**src/rtl/pwm_capture_pkg.sv**
```systemverilog
// Shared constants, types and helpers for the PWM capture block.
// Latency: n/a (declarations only).
// Backpressure: n/a; results are strobes with no ready, nothing stalls.
package pwm_capture_pkg;

    // Counter / output width; must hold the longest frame before loss.
    localparam int CNT_W = 21;

    // Nominal link timing at 53.20 MHz, in clock cycles.
    localparam int FRAME_CYC    = 106_400;
    localparam int HIGH_LO_CYC  = 33_200;
    localparam int HIGH_MID_CYC = 53_200;
    localparam int HIGH_HI_CYC  = 103_200;

    // Acceptance window and loss-of-signal limit defaults.
    localparam int MIN_HIGH_DEF   = 26_600;
    localparam int MAX_HIGH_DEF   = 133_000;
    localparam int MAX_PERIOD_DEF = 1_064_000;

    typedef logic [CNT_W-1:0] cnt_t;

    typedef enum logic [1:0] {
        WAIT_LOW  = 2'd0,
        WAIT_RISE = 2'd1,
        HIGH      = 2'd2,
        LOW       = 2'd3
    } cap_state_t;

    // Increment that sticks at all-ones instead of wrapping.
    function automatic cnt_t sat_inc(input cnt_t v);
        return (v == '1) ? v : v + cnt_t'(1);
    endfunction

endpackage

```
**src/rtl/pwm_capture_if.sv**
```systemverilog
// Result bus of the PWM capture: measured widths plus status strobes.
// Latency: n/a (wires only).
// Backpressure: none; the consumer must take sample_valid/range_err when they pulse.
// Ports (master = capture side drives):
//   high_width, period : last accepted frame, cycles
//   sample_valid       : one-cycle strobe, high_width/period just updated
//   range_err          : one-cycle strobe, frame completed with high time out of range
//   signal_lost        : level, no valid frame since reset or last timeout
interface pwm_capture_if;

    pwm_capture_pkg::cnt_t high_width;
    pwm_capture_pkg::cnt_t period;
    logic                  sample_valid;
    logic                  range_err;
    logic                  signal_lost;

    modport master (
        output high_width,
        output period,
        output sample_valid,
        output range_err,
        output signal_lost
    );

    modport slave (
        input high_width,
        input period,
        input sample_valid,
        input range_err,
        input signal_lost
    );

endinterface

```
**src/rtl/pwm_capture_filter.sv**
```systemverilog
// Input front end: 2-FF synchronizer followed by a FILT_LEN-sample debounce.
// Latency: 2 + FILT_LEN cycles from pin to level, identical for both edges.
// Backpressure: none; rise/fall are single-cycle pulses aligned with the new level.
// Ports: clk, rst_n (sync, active low), pwm_in (async pin) -> level, rise, fall.
module pwm_capture_filter #(
    parameter int FILT_LEN = 3
) (
    input  logic clk,
    input  logic rst_n,
    input  logic pwm_in,
    output logic level,
    output logic rise,
    output logic fall
);

    localparam logic [3:0] RUN_LAST = 4'(FILT_LEN - 1);

    logic       sync1;
    logic       sync2;
    logic [3:0] run;    // consecutive synced samples disagreeing with level, minus one

    always_ff @(posedge clk) begin
        if (!rst_n) begin
            sync1 <= 1'b0;
            sync2 <= 1'b0;
            run   <= '0;
            level <= 1'b0;
            rise  <= 1'b0;
            fall  <= 1'b0;
        end else begin
            sync1 <= pwm_in;
            sync2 <= sync1;
            rise  <= 1'b0;
            fall  <= 1'b0;
            if (sync2 == level) begin
                // Any agreeing sample restarts the run, so short glitches die here.
                run <= '0;
            end else if (run == RUN_LAST) begin
                run   <= '0;
                level <= sync2;
                rise  <= sync2;
                fall  <= !sync2;
            end else begin
                run <= run + 4'd1;
            end
        end
    end

endmodule

```
**src/rtl/pwm_capture.sv**
```systemverilog
// PWM receiver: measures high time and rise-to-rise period, flags range errors and loss of signal.
// Latency: results strobe one cycle after the filtered rise that closes a frame (2+FILT_LEN+1 from pin).
// Backpressure: none; sample_valid/range_err are one-cycle strobes, outputs hold between frames.
// Ports: clk, rst_n (sync, active low), pwm_in (async pin), res (result bus, master side).
module pwm_capture
    import pwm_capture_pkg::*;
#(
    parameter int FILT_LEN   = 3,
    parameter int MIN_HIGH   = MIN_HIGH_DEF,
    parameter int MAX_HIGH   = MAX_HIGH_DEF,
    parameter int MAX_PERIOD = MAX_PERIOD_DEF
) (
    input  logic          clk,
    input  logic          rst_n,
    input  logic          pwm_in,
    pwm_capture_if.master res
);

    localparam cnt_t MIN_C  = cnt_t'(MIN_HIGH);
    localparam cnt_t MAX_C  = cnt_t'(MAX_HIGH);
    localparam cnt_t MAXP_C = cnt_t'(MAX_PERIOD);
    // The filtered level must stay low longer than the front-end pipeline is deep
    // before arming, otherwise a pin already high at reset release would reach the
    // filter output after arming and be measured as a (partial) pulse.
    localparam logic [4:0] SETTLE_LAST = 5'(FILT_LEN + 2);

    logic       lvl;
    logic       rise;
    logic       fall;

    cap_state_t state;
    cnt_t       hi_cnt;
    cnt_t       per_cnt;
    cnt_t       hi_lat;
    logic [4:0] settle;

    cnt_t       high_width_q;
    cnt_t       period_q;
    logic       sample_valid_q;
    logic       range_err_q;
    logic       signal_lost_q;

    pwm_capture_filter #(
        .FILT_LEN (FILT_LEN)
    ) u_filt (
        .clk    (clk),
        .rst_n  (rst_n),
        .pwm_in (pwm_in),
        .level  (lvl),
        .rise   (rise),
        .fall   (fall)
    );

    always_ff @(posedge clk) begin
        if (!rst_n) begin
            state          <= WAIT_LOW;
            hi_cnt         <= '0;
            per_cnt        <= '0;
            hi_lat         <= '0;
            settle         <= '0;
            high_width_q   <= '0;
            period_q       <= '0;
            sample_valid_q <= 1'b0;
            range_err_q    <= 1'b0;
            signal_lost_q  <= 1'b1;
        end else begin
            sample_valid_q <= 1'b0;
            range_err_q    <= 1'b0;

            if (state != WAIT_LOW && per_cnt >= MAXP_C) begin
                // Loss of signal beats a rise in the same cycle; catches stuck high and stuck low.
                signal_lost_q <= 1'b1;
                hi_cnt        <= '0;
                per_cnt       <= '0;
                hi_lat        <= '0;
                settle        <= '0;
                state         <= WAIT_LOW;
            end else begin
                case (state)
                    WAIT_LOW: begin
                        if (lvl) begin
                            settle <= '0;
                        end else if (settle == SETTLE_LAST) begin
                            settle <= '0;
                            state  <= WAIT_RISE;
                        end else begin
                            settle <= settle + 5'd1;
                        end
                    end

                    WAIT_RISE: begin
                        if (rise) begin
                            hi_cnt  <= cnt_t'(1);
                            per_cnt <= cnt_t'(1);
                            state   <= HIGH;
                        end else begin
                            per_cnt <= sat_inc(per_cnt);
                        end
                    end

                    HIGH: begin
                        per_cnt <= sat_inc(per_cnt);
                        if (fall) begin
                            hi_lat <= hi_cnt;
                            state  <= LOW;
                        end else begin
                            hi_cnt <= sat_inc(hi_cnt);
                        end
                    end

                    LOW: begin
                        if (rise) begin
                            // per_cnt now equals the rise-to-rise distance of the closed frame.
                            if (hi_lat >= MIN_C && hi_lat <= MAX_C) begin
                                high_width_q   <= hi_lat;
                                period_q       <= per_cnt;
                                sample_valid_q <= 1'b1;
                                signal_lost_q  <= 1'b0;
                            end else begin
                                range_err_q <= 1'b1;
                            end
                            hi_cnt  <= cnt_t'(1);
                            per_cnt <= cnt_t'(1);
                            state   <= HIGH;
                        end else begin
                            per_cnt <= sat_inc(per_cnt);
                        end
                    end

                    default: state <= WAIT_LOW;
                endcase
            end
        end
    end

    assign res.high_width   = high_width_q;
    assign res.period       = period_q;
    assign res.sample_valid = sample_valid_q;
    assign res.range_err    = range_err_q;
    assign res.signal_lost  = signal_lost_q;

endmodule

```
**src/flat_wrapper.sv**
```systemverilog
// flat-port wrapper written by rule: the top's interface ports become plain ports
module pwm_capture_flat import pwm_capture_pkg::*;
#(
    parameter int FILT_LEN   = 3,
    parameter int MIN_HIGH   = MIN_HIGH_DEF,
    parameter int MAX_HIGH   = MAX_HIGH_DEF,
    parameter int MAX_PERIOD = MAX_PERIOD_DEF
)
  (clk, rst_n, pwm_in, res_high_width, res_period, res_sample_valid, res_range_err, res_signal_lost);
  pwm_capture_if res_i ();
  input  logic clk;
  input  logic rst_n;
  input  logic pwm_in;
  output wire logic [$bits(res_i.high_width)-1:0] res_high_width;
  output wire logic [$bits(res_i.period)-1:0] res_period;
  output wire logic [$bits(res_i.sample_valid)-1:0] res_sample_valid;
  output wire logic [$bits(res_i.range_err)-1:0] res_range_err;
  output wire logic [$bits(res_i.signal_lost)-1:0] res_signal_lost;
  assign res_high_width = res_i.high_width;
  assign res_period = res_i.period;
  assign res_sample_valid = res_i.sample_valid;
  assign res_range_err = res_i.range_err;
  assign res_signal_lost = res_i.signal_lost;
  pwm_capture #(.FILT_LEN(FILT_LEN), .MIN_HIGH(MIN_HIGH), .MAX_HIGH(MAX_HIGH), .MAX_PERIOD(MAX_PERIOD)) u_core (.clk(clk), .rst_n(rst_n), .pwm_in(pwm_in), .res(res_i));
endmodule
```
**config.mk**
```make
export PLATFORM = sky130hd
export DESIGN_NAME = pwm_capture_flat
export DESIGN_NICKNAME = d
export VERILOG_FILES = /design/src/rtl/pwm_capture_pkg.sv /design/src/rtl/pwm_capture_if.sv /design/src/rtl/pwm_capture_filter.sv /design/src/rtl/pwm_capture.sv /design/src/flat_wrapper.sv
export SDC_FILE = /design/constraint.sdc
export NUM_CORES = 1
export LEC_CHECK = 0
export CAP_MARGIN = 20
export CORE_UTILIZATION = 62
export CTS_BUF_LIST = sky130_fd_sc_hd__clkbuf_16
export CTS_CLUSTER_SIZE = 16
export DETAILED_ROUTE_END_ITERATION = 7
export GPL_TIMING_DRIVEN = 0
export PLACE_DENSITY_LB_ADDON = 0.08
export SLEW_MARGIN = 5
export SYNTH_ARGS = -nofsm -noshare
export SYNTH_HDL_FRONTEND = slang
export SYNTH_SLANG_ARGS = --single-unit
export TNS_END_PERCENT = 1
```
**constraint.sdc**
```tcl
create_clock -name clk -period 5.3 [get_ports clk]
set_clock_uncertainty 0.2 [all_clocks]
set_input_delay 1.06 -clock clk [delete_from_list [all_inputs] [get_ports clk]]
set_output_delay 1.06 -clock clk [all_outputs]
set_load 0.01 [all_outputs]
```
==> results of run 1 <==
-- worst register-to-register path: cells and delay by family, from the launching register on --
| family | cells | cell delay (ns) |
|---|---|---|
| AOI/OAI and AO/OA | 2 | 0.62 |
| buffers and inverters | 3 | 1.32 |
| DFF | 1 | 0.30 |
| and+or+nand+nor | 2 | 0.33 |
-- flip-flops by register name (all words and copies together), names as in the netlist, 2 cells and up --
signal	count
u_core.res.high_width	21
u_core.res.period	21
u_core.hi_lat	21
u_core.state	2
u_core.per_cnt	21
u_core.hi_cnt	21
u_core.settle	5
u_core.u_filt.run	4
-- path summary, 6_finish.rpt --
check	start	to	slack, ns	depth (start not counted)
setup / recovery	u_core.state[1]$_SDFFE_PP0P_	u_core.per_cnt[18]$_SDFFE_PP0P_	2.38	7
hold / removal	u_core.u_filt.sync1$_SDFF_PN0_	u_core.u_filt.sync2$_SDFF_PN0_	0.24	1
setup reg to reg	u_core.state[1]$_SDFFE_PP0P_	u_core.per_cnt[18]$_SDFFE_PP0P_	2.38	7
hold reg to reg	u_core.u_filt.sync1$_SDFF_PN0_	u_core.u_filt.sync2$_SDFF_PN0_	0.24	1
-- layout by cell type, fill, tap and decap left out, types with 8 or more instances in the layout --
| cell type | n |
|---|---|
| inv_1 | 12 |
| clkbuf_16 | 17 |
| a21oi_1 | 48 |
| clkbuf_1 | 27 |
| nand3_1 | 14 |
| o21ai_0 | 20 |
| nor3_1 | 12 |
| dfxtp_1 | 124 |
| or4_1 | 8 |
| nand4_1 | 11 |
| nand2_1 | 145 |
| clkdlybuf4s50_1 | 46 |
| o211ai_1 | 8 |
| nor2_1 | 37 |
| or3_1 | 15 |
| xnor2_1 | 10 |
| mux2i_1 | 39 |
-- routing by layer --
metal	wire [µm]	part of all wire [%]	global-route usage [%]	vias up
li1	-	-	-	2344
met1	5904	46	38.95	2257
met2	5900	46	46.90	164
met3	713	5.6	6.778	27
met4	195	1.5	10.98	0
met5	0	0	0	-
-- layout make-up --
cell class / instances / area (µm²) / area share, %
Inverter: 12 / 45.04 / 0.6875
Multi-Input combinational cell: 461 / 2700 / 41.21
Sequential cell: 124 / 2482 / 37.89
Clock buffer: 17 / 425.4 / 6.494
Timing Repair Buffer: 46 / 460.4 / 7.028
Tap cell: 105 / 131.4 / 2.005
Clock inverter: 14 / 147.6 / 2.254
Buffer: 38 / 158.9 / 2.426
-- power groups by stage --
| stage | sequential [W] | clock [W] | combinational, W |
|---|---|---|---|
| after global routing | 0.000988 | 0.00117 | 0.000217 |
| after global placement | 0.00100 | 0 | 0.000177 |
| final | 0.000984 | 0.00112 | 0.000190 |
| after detailed placement | 0.00100 | 0 | 0.000187 |
| after floorplan | 0.000998 | 0 | 0.000144 |
| after CTS | 0.000984 | 0.00112 | 0.000189 |
-- synth_stat cells (all sizes together), types with 5 or more instances --
library cell,count
nand2,145
dfxtp,124
a21oi,48
mux2i,39
nor2,38
clkbuf,28
o21ai,20
or3,15
nand3,14
nand4,13
inv,12
nor3,12
buf,10
xnor2,10
or4,9
nor4,8
o211ai,8
and3,7
ha,7
a211oi,6
nor3b,6
o31ai,6
xor2,6
and2,5
-- through the flow --
stage	setup slack (ns)	hold WS [ns]	cell area [µm²]	utilization (%)	std cells
floorplan	2.804	0.2119	5386	-	635
global placement	2.217	0.2222	5978	72.03	786
detailed placement	2.173	0.2257	5978	72.03	786
CTS	2.450	0.2400	6551	78.94	817
global route	2.216	0.2602	6551	78.94	817
finish	2.384	0.2357	6551	78.94	817
-- cell families after synthesis --
logic type / synth area share [%]
DFF: 46.09
muxes: 7.247
xor gates and xnor gates: 2.602
and+or+nand+nor: 26.43
buffers and inverters: 3.786
AOI/OAI and AO/OA: 12.22
adders and majority gates: 1.626
==> impl_results.md, run 1 <==
* Row count at 33
* Outcome: complete, no violations
* CTS sink cnt at between 100 and 150
* Post-cts resize count at 0
* Post-Route WL at 12710 µm
* First-pass GRT wire length at 20610 µm
* Post-route ant nets at 0
* Die Area at 9065 µm²
* Filler cells at 565
* Chip height at 95.21 µm
* DRC Markers at 0
* Wire length per cell at 15.56 µm
* CP arrival at 2.98 ns
* Die W at around 95 µm
* Syn Inst Count at 635
* Setup TNS at 0 ns
* Post-CTS setup buffers at 0
* Worst slew margin at 38.87%
* Flip-flop and latch count after synthesis at between 100 and 150
* Initial antenna violation count at 0
* Combinational power share at 8.3%
* Worst skew pair latency at 0.41 ns
* HPWL Detailed at 8761 µm
* Final Power at 0.002294 W
* Crit end category: flop
* Sequential area share after synthesis at 46.09%
* I/O pin total at 48
* Static leakage power at 2.208 nW
* Yosys synthesis warning count at 0
* Sequential share of power at around 43%
* Gr usage total at a little under 30%
* Setup violators final at 0
* Hold-fix buffers, CTS at 0
* GRT overflow at 0
* Largest stage delay, worst path at between 0.5 and 0.6 ns
* Max Freq at 342.9 MHz
* CP max stage cell: buf_1
* GP Congestion at 0.8245
* Share of layout cells above drive strength 1 at 7.022%
* Worst-margin pin slew at slightly above 0.9 ns
* Critical path startpoint category: flop
* Post-synth top area share at about 46%
* Int Pwr at 0.001716 W
* TritonRoute pass-1 iters at 5
* Cell area after synthesis at 5386 µm²
* Largest cells by area after synthesis: dfxtp_1 46%, nand2_1 10%, mux2i_1 7.2%
* Post-synth top flop: dfxtp_1
* CP Data Required Time at roughly 5.4 ns
* Cells along the critical path: clkbuf_1 > nor2_1 > o21ai_0 > a21o_1 > clkbuf_1 > buf_1 > nor2_1
* Worst-path clk slew at around 0.06 ns
* Pwr/cell area at 350.1 nW/µm²
* Max Slew Vio Count at 0
* ANT cells at 0
* Clk root buf: clkbuf_16
* CTS max path bufs at 2
* Tmin final at 2.916 ns
* Fin nets at 710
* Post-synth EDFFs at 0
* CP delay by family, top: buffers and inverters
* Worst setup path class: flop to flop
* Sw frac at 25.19%
* CTS tree: built
* Core box area at 8299 µm²
* Asr flop ratio synth at 0%
* Max IR drop VDD at 0.3294 mV
* Clock Power Share at between 40 and 50%
* Initial core utilization at 64.90%
* Vias in the first global route at 4363
* Largest net degree at the start of global routing at 17
* Synth unique cells at 47
* Routed via count at 4792
* Number of port buffers at 46
* Area leader, netlist: dfxtp_1
* Final hold viol count at 0
* Hold Path Class: flop to flop
* RSZ-0062 raised after global routing: no
* Num CTS Buffers at 17
* Worst Path Buf+Inv at 3
* Net Sw Power at 0.0005778 W
* First DRT Iteration DRCs at 284
* Synthesis-to-finish area growth at 21.63%
* H-tree lvl count at 4
* Avg Synthesized Cell Area at 8.483 µm²
* Syn_nets at 645
* Total of max-cap violations at 0
* Crit-path max FO at 10
* Routed vias/inst at 5.865
* Tcrit/Tclk final at between 50% and 60%
Power figures use the tool's default switching activity.
==> run 2: changes to the inputs <==
- CORE_UTILIZATION: 62 -> 57
- clock period: 5.3 -> 2.8 ns (I/O delays scaled with it)
==> impl_results.md, run 2 (same netlist as run 1, synthesis figures left out) <==
* Outcome: complete, no violations (unchanged)
* Placed instance area at 5986 µm² (was 5978 µm²)
* TritonRoute pass-1 iters at 5 (unchanged)
* GP Congestion at 0.8703 (was 0.8245)
* Design Area, Final at 6600 µm² (was 6551 µm²)
* CTS tree: built (unchanged)
* Largest net degree at the start of global routing at 17 (unchanged)
* Critical path startpoint category: flop (unchanged)
* Die Area at 9843 µm² (was 9065 µm²)
* # placed instances at 792 (was 786)
* Commonest non-fill, non-tap cell in the layout: nand2_1 (unchanged)
* Vias in the first global route at 4452 (was 4363)
* Combinational power share at 8.1% (was 8.3%)
* Routed via count at 4763 (was 4792)
* Gr usage total at 27.09% (was 29.51%)
* Final hold viol count at 0 (unchanged)
* First-pass GRT wire length at 21180 µm (was 20610 µm)
* Final Worst Setup Slack at 0.1113 ns (was 2.384 ns)
* Static leakage power at 2.244 nW (was 2.208 nW)
* H-tree lvl count at 4 (unchanged)
* Hold Path Class: flop to flop (unchanged)
* Synthesis-to-finish area growth at 22.53% (was 21.63%)
* Most frequent cells in the layout: 145 x nand2_1, 124 x dfxtp_1, 48 x a21oi_1 (unchanged)
* ANT cells at 0 (unchanged)
* Routed vias/inst at 5.780 (was 5.865)
* Post-route ant nets at 0 (unchanged)
* Num CTS Buffers at 17 (unchanged)
* Max Freq at 371.9 MHz (was 342.9 MHz)
* Setup TNS at 0 ns (unchanged)
* Post-Place Setup Slack at -0.002921 ns (was 2.173 ns)
* Cells along the critical path: clkbuf_1 > nor2_1 > o21ai_0 > a21o_1 > clkbuf_1 > buf_2 > nor2_1 (was clkbuf_1 > nor2_1 > o21ai_0 > a21o_1 > clkbuf_1 > buf_1 > nor2_1)
* Grt met3 use at 5.552% (was 6.778%)
* Sw frac at 25.22% (was 25.19%)
* Max Slew Vio Count at 0 (unchanged)
* Int Pwr at 0.003358 W (was 0.001716 W)
* Max IR drop VDD at 0.4153 mV (was 0.3294 mV)
* CTS sink cnt at 124 (unchanged)
* Worst setup path class: flop to flop (unchanged)
* Final cell count without fillers at 824 (was 817)
* Tmin final at 2.689 ns (was 2.916 ns)
* HPWL Detailed at 8862 µm (was 8761 µm)
* Post-CTS setup buffers at 0 (unchanged)
* Initial antenna violation count at 0 (unchanged)
* Fin util at 71.77% (was 78.94%)
* Tcrit/Tclk final at 96.02% (was 55.02%)
* Net Sw Power at 0.001132 W (was 0.0005778 W)
* CP max stage cell: clkbuf_1 (was buf_1)
* Number of port buffers at 46 (unchanged)
* Met1 Use GR at 36.70% (was 38.95%)
* Met2 Use GR at 43.32% (was 46.90%)
* Gr busiest metal: met2 (unchanged)
* I/O pin total at 48 (unchanged)
* Fin nets at 710 (unchanged)
* Core box area at 9196 µm² (was 8299 µm²)
* Clk root buf: clkbuf_16 (unchanged)
* First DRT Iteration DRCs at 247 (was 284)
* Crit-path max FO at 10 (unchanged)
* Share of layout cells above drive strength 1 at 7.574% (was 7.022%)
* Hold-fix buffers, CTS at 0 (unchanged)
* Sequential share of power at 41.5% (was 42.9%)
* DRC Markers at 0 (unchanged)
* Worst slew margin at 41.51% (was 38.87%)
* Largest stage delay, worst path at 0.45 ns (was 0.54 ns)
* RSZ-0062 raised after global routing: yes (was no)
* Post-Route WL at 12830 µm (was 12710 µm)
* Pwr/cell area at 680.4 nW/µm² (was 350.1 nW/µm²)
* Wire length per cell at 15.57 µm (was 15.56 µm)
* GRT overflow at 0 (unchanged)
* Initial core utilization at 58.57% (was 64.90%)
* Filler cells at 714 (was 565)
* Crit end category: flop (unchanged)
* Worst skew pair latency at 0.41 ns (about the same)
* Die W at 99.21 µm (was 95.21 µm)
* Clock Power Share at 50.3% (was 48.8%)
* CP arrival at 2.78 ns (was 2.98 ns)
* Setup violators final at 0 (unchanged)
* Worst-margin pin slew at 0.8773 ns (was 0.9169 ns)
* Chip height at 99.21 µm (was 95.21 µm)
* Worst-path clk slew at 0.06 ns (about the same)
* CTS max path bufs at 2 (unchanged)
* Row count at 35 (was 33)
* Total of max-cap violations at 0 (unchanged)
* CP Data Required Time at 2.89 ns (was 5.36 ns)
## run 2: metrics by stage
step           hold WS [ns]  total power, W
6_report             0.2338        0.004490
3_5_place_dp         0.2222        0.002253
4_1_cts              0.2379        0.004495
2_1_floorplan        0.2119        0.002162
5_1_grt              0.2525        0.004638
3_3_place_gp         0.2252        0.002232
## run 2: worst paths after layout
check / from / to / slack, ns / cells past startpoint
worst max-delay path: u_core.state[1]$_SDFFE_PP0P_ / u_core.hi_cnt[20]$_SDFFE_PP0P_ / 0.11 / 7
worst min-delay path: u_core.u_filt.sync1$_SDFF_PN0_ / u_core.u_filt.sync2$_SDFF_PN0_ / 0.23 / 1
worst max register to register: u_core.state[1]$_SDFFE_PP0P_ / u_core.hi_cnt[20]$_SDFFE_PP0P_ / 0.11 / 7
worst min register to register: u_core.u_filt.sync1$_SDFF_PN0_ / u_core.u_filt.sync2$_SDFF_PN0_ / 0.23 / 1
## run 2: layout make-up
| type | count | area, µm² | share of cell area (%) |
|---|---|---|---|
| Multi-Input combinational cell | 461 | 2700 | 40.91 |
| Sequential cell | 124 | 2482 | 37.61 |
| Timing Repair Buffer | 46 | 460.4 | 6.976 |
| Clock buffer | 17 | 425.4 | 6.445 |
| Clock inverter | 15 | 186.4 | 2.825 |
| Buffer | 38 | 161.4 | 2.446 |
| Tap cell | 111 | 138.9 | 2.104 |
| Inverter | 12 | 45.04 | 0.6825 |
## run 2: power groups by stage
stage                     clock (W)  combinational, W  sequential (W)
after floorplan                   0          0.000273         0.00189
after global placement            0          0.000337         0.00190
after detailed placement          0          0.000352         0.00190
after CTS                   0.00227          0.000361         0.00186
after global routing        0.00235          0.000412         0.00187
final                       0.00226          0.000366         0.00186
## run 2: timing repair
action / CTS / global route
resized for setup: 1 / 1
setup endpoints to repair: 10 / 43
pin swaps: 0 / 0
## run 2: worst max-delay path, delay by kind of cell, from the launching register on
family	cells	cell delay [ns]
buf+inv	3	1.15
compound gates	2	0.61
flops	1	0.30
simple gates	2	0.30
## run 2: metal layers
metal  vias up  part of all wire (%)
met5         -                     0
met3        23                   5.2
li1       2356                     -
met1      2245                    47
met4         0                   1.6
met2       139                    46
==> edit (flow settings as in run 2) <==
The package constant `CNT_W` goes from 21 to 25.
--- a/src/rtl/pwm_capture_pkg.sv
+++ b/src/rtl/pwm_capture_pkg.sv
@@ -4,7 +4,7 @@
 package pwm_capture_pkg;
 
     // Counter / output width; must hold the longest frame before loss.
-    localparam int CNT_W = 21;
+    localparam int CNT_W = 25;
 
     // Nominal link timing at 53.20 MHz, in clock cycles.
     localparam int FRAME_CYC    = 106_400;
Ports: changed (resized res_high_width and res_period); port bits go from 48 to 56. No check against the original RTL was run, so the function may have changed too.
==> edit against run 2 <==
  * Utilization down 0.081 points
  * Count of clock-buffer cells in the layout unchanged
  * Cell area up 13%
  * Synthesized area up 15%
  * Sequential cell count up 20
  * Routed wire length up 20%
  * Worst setup slack better by 0.071 ns
  * Non-clock buffer count up 13
  * Largest cell class unchanged
  * Highest routed layer unchanged
Power is not compared: it rests on default switching activity, and its combinational part moved more than twofold at a synthesized area within 25%.
==> edit: results (changes against run 2) <==
drt:
  via_per_inst: 5.906  # +2.2%
  drtIter0Drc: 417  # +69%
  first_pass_iters: 6  # +1
  routed_wl_mm: 15.40  # +20%
synthesis:
  synth-async-reset-ratio: 0  # unchanged
  syn_area_sq_mm: 0.006175  # +15%
  ys_seq_area_frac: 0.4669  # +0.006010
  ys.warnings.count: 0  # unchanged
  synth_common_cells: "155 x nand2_1, 144 x dfxtp_1, 61 x a21oi_1, 41 x mux2i_1, 41 x nor2_1"
  ys.flop_type: "dfxtp_1"
  syn_nets: 731  # +13%
  synth_area_leaders: "dfxtp_1 47%, nand2_1 9.4%, mux2i_1 6.6%"
  ys_types: 55  # +17%
cells_and_area:
  nNetsFinal: 804  # +13%
  drive_gt1_frac: 0.06320  # -0.01254
  antenna_cells: 0  # unchanged
clock_network:
  htreeDepth: 4  # unchanged
  cts_buffers: 17  # unchanged
  cts_setup_buffers: 0  # unchanged
  clock_path_buffers: 2  # unchanged
  clock_latency_ns: 0.41  # about the same
  cts_root_buf: "clkbuf_16"
  cts-resized-gates: 0  # -1
  clkSlewWorstSetupHoldPaths_ns: 0.06  # about the same
placed_design:
  place_congestion: 0.9013  # +3.6%
  io_buffers: 54  # +17%
  dpl_worst_slack_ns: 0.1692  # +0.1721 ns
  post-dp-hpwl_mm: 10.90  # +23%
global_routing:
  grt.met1_usage: 0.3697  # +0.002771
  antenna_found_initial: 0  # unchanged
  grt_pass1_vias: 5252  # +18%
  grtUsageMet3: 0.05273  # -0.002788
  grt_pass1_wl_mm: 25.56  # +21%
  grtUsageMet2: 0.4818  # +0.04857
  grt_util_all_layers: 0.2875  # +0.01655
setup_path:
  r2r_start: "u_core.per_cnt[10]"
  slowest_delay_ns: 0.64  # +0.19 ns
  critPathSlowestCell: "o21ai_1"
  critPathArrivalTime_ns: 2.69  # -0.09 ns
  timing.reg2reg.setup_slack_ns: 0.18  # +0.07 ns
  startpoint_type: "flop"
  end_kind: "flop"
  critPathTopFamily: "compound AO/OA/AOI/OAI gates"
  rr_endpoint: "u_core.settle[0]"
  reg2reg_depth: 6  # -1
min_path:
  hp-class: "flop to flop"
timing:
  timing.final.ws_setup_ns: 0.1827  # +0.07136 ns
  worstMarginPinSlew_ns: 0.7761  # -0.1012 ns
  final_hold_viol_count: 0  # unchanged
run_status:
  status: "finished clean"
pwr:
  irDropWorstVdd_uv: 381.6
  p_int_mw: 3.368
  power.static_leakage_nw: 2.446
[edit: cell count changes after synthesis, sizes merged, moves of 7 or more]
| cell | change |
|---|---|
| nand2 | +10 |
| nand4 | -8 |
| a21oi | +13 |
| o31ai | +9 |
| or4 | +9 |
| dfxtp | +20 |
| nand3 | +10 |
| and3b | +7 |
[edit: worst min path at each step]
stage / start / to / cells after the start / slack, ns
after floorplan: u_core.u_filt.sync1 / u_core.u_filt.sync2 / 1 / 0.21
after global placement: u_core.u_filt.sync1 / u_core.u_filt.sync2 / 1 / 0.22
after CTS: u_core.u_filt.sync1 / u_core.u_filt.sync2 / 1 / 0.25
after global routing: u_core.res.period[5] / u_core.res.period[5] / 2 / 0.28
after detailed placement: u_core.u_filt.sync1 / u_core.u_filt.sync2 / 1 / 0.22
final: u_core.u_filt.sync1 / u_core.u_filt.sync2 / 1 / 0.25
[edit: kinds of logic (layout without fill, tap and decap cells)]
family	count (synthesis)	count (layout)	synth area share
compound gates	125	125	0.1228
xor+xnor	18	18	0.02553
fa+ha+maj	7	7	0.01418
buf+inv	59	145	0.03809
flops	144	144	0.4669
mux	41	41	0.06646
simple gates	327	327	0.2661
[edit: worst register-to-register path: stages, from the launching register on]
cell and delay (ns):
dfxtp_1 0.46, nand2_1 0.10, o21ai_0 0.28, a31oi_2 0.18
o21ai_1 0.64, clkbuf_1 0.49, nor2_1 0.12
[edit: per-stage QoR]
| stage | power, mW | cells | hold slack (ns) | area (sq um) |
|---|---|---|---|---|
| floorplan | 2.166 | 721 | 0.2119 | 6175 |
| global placement | 2.188 | 911 | 0.2219 | 6885 |
| detailed placement | 2.192 | 911 | 0.2224 | 6885 |
| CTS | 4.287 | 943 | 0.2490 | 7441 |
| global route | 4.396 | 943 | 0.2760 | 7467 |
| finish | 4.274 | 943 | 0.2493 | 7467 |
[edit: power groups by stage]
stage	Combinational, mW	Clock, mW	Sequential, mW
after floorplan	0.0581	0	2.11
after global placement	0.0792	0	2.11
after detailed placement	0.0824	0	2.11
after CTS	0.0844	2.14	2.07
after global routing	0.0943	2.24	2.07
final	0.0850	2.12	2.07
[edit: cell type report]
cell class                 instances  area (sq um)
inverter                          16         60.06
clock buffer                      17         425.4
multi-input combinational        518          3070
timing repair buffer              54         540.5
clock inverter                    15         130.1
tap                              136         170.2
fill                             787          2949
buffer                            43         187.7
sequential                       144          2883
[edit: per-layer routing]
metal / part of all wire / wire, microns / up-vias
met5: 0 / 0 / -
met4: 0.019 / 291 / 0
met3: 0.056 / 869 / 32
met2: 0.48 / 7355 / 200
met1: 0.45 / 6878 / 2655
li1: - / - / 2682
